`src/rtl/block_data_memory_if.sv`:
```
// Cache<->memory block interface.
// The data cache (master) raises read or write with an address and, for writes,
// the block to store; the memory (slave) answers with busywait and readdata.
interface block_data_memory_if #(
    parameter int ADDR_W = 6,
    parameter int DATA_W = 32
);
    logic              read;
    logic              write;
    logic [ADDR_W-1:0] address;
    logic [DATA_W-1:0] writedata;
    logic [DATA_W-1:0] readdata;
    logic              busywait;

    modport master (
        output read, write, address, writedata,
        input  readdata, busywait
    );

    modport slave (
        input  read, write, address, writedata,
        output readdata, busywait
    );
endinterface

```
`src/rtl/block_data_memory.sv`:
```
// block_data_memory: main-memory responder below the data cache.
// 2**ADDR_W blocks of DATA_W bits, whole-block read/write, LATENCY access cycles
// per request, busywait handshake.
// Optional macro DMEM_PATTERN_INIT_EN: when defined, block i powers up holding
// the byte ramp {4i+3, 4i+2, 4i+1, 4i} (byte 0 in the low lane); otherwise every
// block powers up as zero. Reset never touches the array contents.
module block_data_memory #(
    parameter int LATENCY = 5,
    parameter int ADDR_W  = 6,
    parameter int DATA_W  = 32
) (
    input  logic                 clock,
    input  logic                 reset,
    block_data_memory_if.slave   bus
);

    localparam int DEPTH = 1 << ADDR_W;
    localparam int BYTES = DATA_W / 8;
    localparam int CNT_W = (LATENCY > 1) ? $clog2(LATENCY) : 1;

    typedef enum logic [1:0] {
        IDLE   = 2'd0,
        ACCESS = 2'd1,
        DONE   = 2'd2
    } state_t;

    typedef logic [DEPTH-1:0][DATA_W-1:0] mem_image_t;

    // Power-up image of the array.
    function automatic mem_image_t mem_init();
        mem_image_t img;
        img = '0;
`ifdef DMEM_PATTERN_INIT_EN
        for (int i = 0; i < DEPTH; i++) begin
            for (int b = 0; b < BYTES; b++) begin
                img[i][8*b +: 8] = 8'(BYTES * i + b);
            end
        end
`endif
        return img;
    endfunction

    state_t            state;
    state_t            state_next;
    logic [CNT_W-1:0]  cnt;
    logic [ADDR_W-1:0] addr_q;
    logic [DATA_W-1:0] wdata_q;
    logic              op_write_q;
    logic [DATA_W-1:0] readdata_q;
    logic              busy;
    logic              start;
    logic              commit;

    // The array holds its power-up image from time zero; only committed writes change it.
    mem_image_t mem = mem_init();

    // A request is legal only when exactly one of read/write is raised.
    logic req_valid;
    assign req_valid = bus.read ^ bus.write;

    // State register.
    always_ff @(posedge clock) begin
        // NOTE: clocked state uses non-blocking assignments so every register sees pre-edge values.
        if (reset) begin
            state <= IDLE;
        end else begin
            state <= state_next;
        end
    end

    // Next-state decode plus handshake and datapath strobes.
    always_comb begin
        // NOTE: every output gets a default first so no path leaves it unassigned (no latch).
        state_next = state;
        busy       = 1'b0;
        start      = 1'b0;
        commit     = 1'b0;
        unique case (state)
            IDLE: begin
                if (req_valid) begin
                    busy       = 1'b1;
                    start      = 1'b1;
                    state_next = ACCESS;
                end
            end
            ACCESS: begin
                busy = 1'b1;
                if (cnt == '0) begin
                    commit     = 1'b1;
                    state_next = DONE;
                end
            end
            DONE: begin
                state_next = IDLE;
            end
            default: begin
                state_next = IDLE;
            end
        endcase
    end

    // Capture the request in IDLE and count down the access latency.
    always_ff @(posedge clock) begin
        if (reset) begin
            cnt <= '0;
        end else if (start) begin
            cnt        <= CNT_W'(LATENCY - 1);
            addr_q     <= bus.address;
            wdata_q    <= bus.writedata;
            op_write_q <= bus.write;
        end else if (state == ACCESS && cnt != '0) begin
            cnt <= cnt - 1'b1;
        end
    end

    // Read data register: loaded only when a read completes, cleared by reset.
    always_ff @(posedge clock) begin
        if (reset) begin
            readdata_q <= '0;
        end else if (commit && !op_write_q) begin
            readdata_q <= mem[addr_q];
        end
    end

    // Array write port: a write lands only on the final access cycle.
    always_ff @(posedge clock) begin
        // NOTE: the array is deliberately not reset; reset only blocks an in-flight write from landing.
        if (!reset && commit && op_write_q) begin
            mem[addr_q] <= wdata_q;
        end
    end

    assign bus.busywait = busy;
    assign bus.readdata = readdata_q;

endmodule
```
`src/flat_wrapper.sv`:
```
// flat-port wrapper written by rule: the top's interface ports become plain ports
module block_data_memory_flat 
#(
    parameter int LATENCY = 5,
    parameter int ADDR_W  = 6,
    parameter int DATA_W  = 32
)
  (clock, reset, bus_read, bus_write, bus_address, bus_writedata, bus_readdata, bus_busywait);
  block_data_memory_if #(.ADDR_W(ADDR_W), .DATA_W(DATA_W)) bus_i ();
  input  logic clock;
  input  logic reset;
  input wire logic [$bits(bus_i.read)-1:0] bus_read;
  input wire logic [$bits(bus_i.write)-1:0] bus_write;
  input wire logic [$bits(bus_i.address)-1:0] bus_address;
  input wire logic [$bits(bus_i.writedata)-1:0] bus_writedata;
  output wire logic [$bits(bus_i.readdata)-1:0] bus_readdata;
  output wire logic [$bits(bus_i.busywait)-1:0] bus_busywait;
  assign bus_i.read = bus_read;
  assign bus_i.write = bus_write;
  assign bus_i.address = bus_address;
  assign bus_i.writedata = bus_writedata;
  assign bus_readdata = bus_i.readdata;
  assign bus_busywait = bus_i.busywait;
  block_data_memory #(.LATENCY(LATENCY), .ADDR_W(ADDR_W), .DATA_W(DATA_W)) u_core (.clock(clock), .reset(reset), .bus(bus_i));
endmodule
```
`config.mk`:
```
export PLATFORM = sky130hd
export DESIGN_NAME = block_data_memory_flat
export DESIGN_NICKNAME = d
export VERILOG_FILES = /design/src/rtl/block_data_memory_if.sv /design/src/rtl/block_data_memory.sv /design/src/flat_wrapper.sv
export SDC_FILE = /design/constraint.sdc
export NUM_CORES = 2
export LEC_CHECK = 0
export BUFFER_PORTS_ARGS = -buffer_cell sky130_fd_sc_hd__buf_4
export CORE_UTILIZATION = 57
export CTS_CLUSTER_SIZE = 20
export DETAILED_ROUTE_END_ITERATION = 6
export PLACE_DENSITY = 0.73
export SYNTH_ARGS = -nofsm -noshare
export SYNTH_HDL_FRONTEND = slang
export SYNTH_SLANG_ARGS = --single-unit
```
`constraint.sdc`:
```
create_clock -name clock -period 5 [get_ports clock]
set_input_delay 1 -clock clock [delete_from_list [all_inputs] [get_ports clock]]
set_output_delay 1 -clock clock [all_outputs]
set_load 0.05 [all_outputs]
```
==> impl_results.md <==
* Worst Hold Margin at roughly 0.35 ns
* FF-to-FF setup slack at a little under 1 ns
* Path type of the worst setup path: reg2reg
* Net count of the mapped netlist at between 4000 and 5000
* Relative contribution of sequential cells to total power at 0.549
* Synth area leader: sky130_fd_sc_hd__edfxtp_1
* Final Net Count at about 4300
* Estimated wirelength of the detail-placed design at roughly 120 mm
* Netlist area before placement at around 0.08 mm²
* Netlist cell types at 44
* Part of the Yosys area used for sequential elements at 0.779
* Remaining global-route overflow at 0
* Post-route antenna net violation count at 0
* Internal cell power at ~28 mW
* # hold bufs at CTS at 0
* Maxcap violations at 0
* Count of standard-cell rows at about 140
* Main synth FF type: sky130_fd_sc_hd__edfxtp_1
* Clk pin slew, worst setup/hold paths at around 0.060 ns
* Power density over cell area at ~390 mW/mm²
* Worst-case clock buffer depth at 3
* Post-detailed-route via-to-cell ratio at between 6 and 7
* Antenna violations before repair at 4
* Post-route DRC at 0
* Clock buffers created by TritonCTS at 197
* Average detailed-routed wire length per instance at between 30 and 40 µm
* Required time reported for the critical path endpoint at between 5 and 6 ns
* Comb power frac at 0.057
* Number of gates resized after CTS at 0
* Final estimated routing congestion in global placement at just over 0.9
* Wirelength, routed at 202 mm
* Source of the critical timing path: u_core.cnt[0]$_SDFFE_PP0P_
* Total vias in the final route at 41400
* Status: completed
* Clock insertion delay at the later pin of the skew report at 0.83 ns
* Critical path capture point type: flop
* Setup tns final at 0 ns
* Final instance area at between 0.09 and 0.1 mm²
* Minimum clock period after layout at 4.03 ns
* Vias in the first global route at around 40000
* Buffer type at the clock tree root: sky130_fd_sc_hd__clkbuf_16
* IR Drop Worst-Case VDD at approximately 380 µV
* Hold crit path type: in2reg
* Crit path arrival time at approximately 4.5 ns
* Setup fix buffers added after clock tree synthesis at 0
* Most frequent cells in the layout: 2087 x sky130_fd_sc_hd__edfxtp_1, 635 x sky130_fd_sc_hd__mux2i_1, 244 x sky130_fd_sc_hd__mux4_2
* Total of endpoints with negative setup slack in the final report at 0
* Peak clock frequency supported by timing at approximately 0.25 GHz
* Floorplan die width at ~380 µm
* Ys Warns at 0
* Cell count after synthesis at 4065
* Wire length of the first global-routing pass at about 290 mm
* Leakage component of the power at 29.9 nW
* Number of ports placed on the die boundary at 75
* CTS HTree Levels at 4
* Unrepaired setup endpoints after global routing: no
* Final clock skew at approximately 0.029 ns
* Leading cell type in the layout, fill and taps excluded: sky130_fd_sc_hd__edfxtp_1
* Hold path startpoint: bus_writedata[9]
* Die area at approximately 0.14 mm²
* Yosys top cell area share at 0.770
* Switching part of the total at 0.218
* Floorplan core area at about 0.14 mm²
* Endpoint with the worst hold slack: u_core.wdata_q[9]$_DFFE_PP_
* Placed Instance Area at approximately 0.085 mm²
* Beginning of the worst register-to-register path: u_core.cnt[0]$_SDFFE_PP0P_
* TritonCTS clock tree: yes
* Area Overhead vs Synth at 11.9%
* Violation count after the first detailed-route iteration at 5256
* Total global-route track usage at 0.279
* Switching power at between 7 and 8 mW
* Biggest area contributors in the synthesized netlist: sky130_fd_sc_hd__edfxtp_1 77%, sky130_fd_sc_hd__mux2i_1 7.8%, sky130_fd_sc_hd__mux4_2 6.7%
* Number of clock sinks at between 2000 and 2500
* Max-slew violation total from the final report at 0
* Highest net fanout along the worst path at 32
* Number of cells traversed by the worst register-to-register path at 7
* Element type at the critical path start: flop
* Mapped Avg Cell Area at roughly 20 µm²
* Hold depth at 1
* Post-route core utilization at 0.644
* Flip-flop and latch count after synthesis at about 2100
* Share of total power in the clock network at 0.394
* Maximum number of pins on one net before global-route repair at around 90
* Worst-Margin Slew at ~1.4 ns
* Fraction of layout cells with a size suffix above 1 at 0.193
* Async SR Flop Fraction at 0
* Fin. Hold Viols at 0
* Initial cell density of the core at 0.575
* Router iterations before antenna repair at 5
* Cell with the largest stage delay on the worst path: sky130_fd_sc_hd__nor2_4
* End of the worst register-to-register path: u_core.mem[429]$_DFFE_PP_
* Critical-path cell list: inv_1 -> ha_1 -> nand4bb_1 -> nor2_1 -> and3_1 -> nand2_1 -> nor2_4
* Max_slew headroom at 0.0919
* Worst path max stage delay at between 1 and 1.5 ns
* Number of buffer cells added on primary ports at 74
* Tot Pwr at 35.9 mW
* Crit share post-route at 0.806
* Count of flip-flops with a built-in enable after synthesis at 2087
* Height of the die at approximately 380 µm
[per-stage QoR]
step,cells,setup slack [ns]
after floorplan,4065,1.42
after global placement,5972,0.863
after detailed placement,5972,0.879
after CTS,6335,1.01
after global routing,6335,0.824
final,6338,0.968
[cell usage after synthesis (2+ instances only)]
| master | number |
|---|---|
| sky130_fd_sc_hd__nand2b_1 | 5 |
| sky130_fd_sc_hd__buf_12 | 2 |
| sky130_fd_sc_hd__or2_2 | 5 |
| sky130_fd_sc_hd__buf_8 | 4 |
| sky130_fd_sc_hd__mux2_2 | 21 |
| sky130_fd_sc_hd__ha_1 | 2 |
| sky130_fd_sc_hd__buf_6 | 20 |
| sky130_fd_sc_hd__nor2b_1 | 7 |
| sky130_fd_sc_hd__a22oi_1 | 158 |
| sky130_fd_sc_hd__nand3_1 | 101 |
| sky130_fd_sc_hd__nand3b_1 | 2 |
| sky130_fd_sc_hd__o22ai_1 | 100 |
| sky130_fd_sc_hd__a211oi_1 | 2 |
| sky130_fd_sc_hd__inv_1 | 4 |
| sky130_fd_sc_hd__nor2_1 | 139 |
| sky130_fd_sc_hd__a21oi_1 | 24 |
| sky130_fd_sc_hd__and2_1 | 3 |
| sky130_fd_sc_hd__o22a_1 | 13 |
| sky130_fd_sc_hd__o31a_1 | 31 |
| sky130_fd_sc_hd__buf_2 | 63 |
| sky130_fd_sc_hd__edfxtp_1 | 2087 |
| sky130_fd_sc_hd__buf_1 | 25 |
| sky130_fd_sc_hd__or3_1 | 2 |
| sky130_fd_sc_hd__dfxtp_1 | 37 |
| sky130_fd_sc_hd__o2111ai_1 | 2 |
| sky130_fd_sc_hd__nand2_1 | 76 |
| sky130_fd_sc_hd__a31oi_1 | 36 |
| sky130_fd_sc_hd__buf_4 | 33 |
| sky130_fd_sc_hd__nand4_1 | 30 |
| sky130_fd_sc_hd__o21ai_0 | 48 |
| sky130_fd_sc_hd__mux4_2 | 244 |
| sky130_fd_sc_hd__clkbuf_1 | 88 |
| sky130_fd_sc_hd__mux2i_1 | 635 |
| sky130_fd_sc_hd__xnor2_1 | 2 |
| sky130_fd_sc_hd__nor3_1 | 5 |
[worst max path at each step]
stage                                      to  slack [ns]
floorplan           u_core.mem[768]$_DFFE_PP_        1.42
global placement    u_core.mem[432]$_DFFE_PP_        0.86
detailed placement  u_core.mem[426]$_DFFE_PP_        0.88
CTS                 u_core.mem[426]$_DFFE_PP_        1.01
global route        u_core.mem[429]$_DFFE_PP_        0.82
finish              u_core.mem[429]$_DFFE_PP_        0.97
[cells by family (layout without fill, tap and decap cells)]
group | count (synthesis) | in the layout | synth area share
AOI/OAI and AO/OA | 416 | 416 | 0.0348
xor gates and xnor gates | 3 | 3 | 0.000323
muxes | 900 | 900 | 0.148
DFF | 2124 | 2124 | 0.779
other | 0 | 3 | 0
buffers and inverters | 240 | 620 | 0.0164
adders and majority gates | 2 | 2 | 0.000307
and+or+nand+nor | 380 | 380 | 0.0212
[power groups by stage]
stage / clock [mW] / combinational [mW] / sequential, mW
2_1_floorplan: 0 / 1.06 / 20.3
3_3_place_gp: 0 / 1.99 / 20.1
3_5_place_dp: 0 / 2.02 / 20.1
4_1_cts: 14.2 / 2.03 / 19.7
5_1_grt: 14.9 / 2.13 / 19.7
6_report: 14.1 / 2.05 / 19.7
[layer usage]
metal  part of all wire  GRT usage
met1               0.39      0.394
met4              0.040      0.109
met5            0.00096          0
met2               0.47      0.427
met3               0.11     0.0647
[cell type report]
type | instances | area [µm²]
Sequential cell | 2124 | 63400
Tap cell | 1890 | 2360
Antenna cell | 3 | 7.51
Fill cell | 9213 | 50400
Clock inverter | 107 | 757
Timing Repair Buffer | 253 | 2070
Multi-Input combinational cell | 1701 | 17200
Clock buffer | 256 | 5290
Inverter | 4 | 15.0
[state kept, by name, summed over array words and instances (netlist names)]
register             cells
u_core.op_write_q        1
u_core.mem            2048
u_core.state             2
u_core.addr_q            6
u_core.bus.readdata     32
u_core.cnt               3
u_core.wdata_q          32
[critical path, delay by kind of cell, from the launching register on]
family / cells / cell delay, ns
buffers and inverters: 1 / 0.08
adders and majority gates: 1 / 0.17
and+or+nand+nor: 5 / 3.02
DFF: 1 / 0.32
No activity file was read; power rests on OpenSTA's default activity.
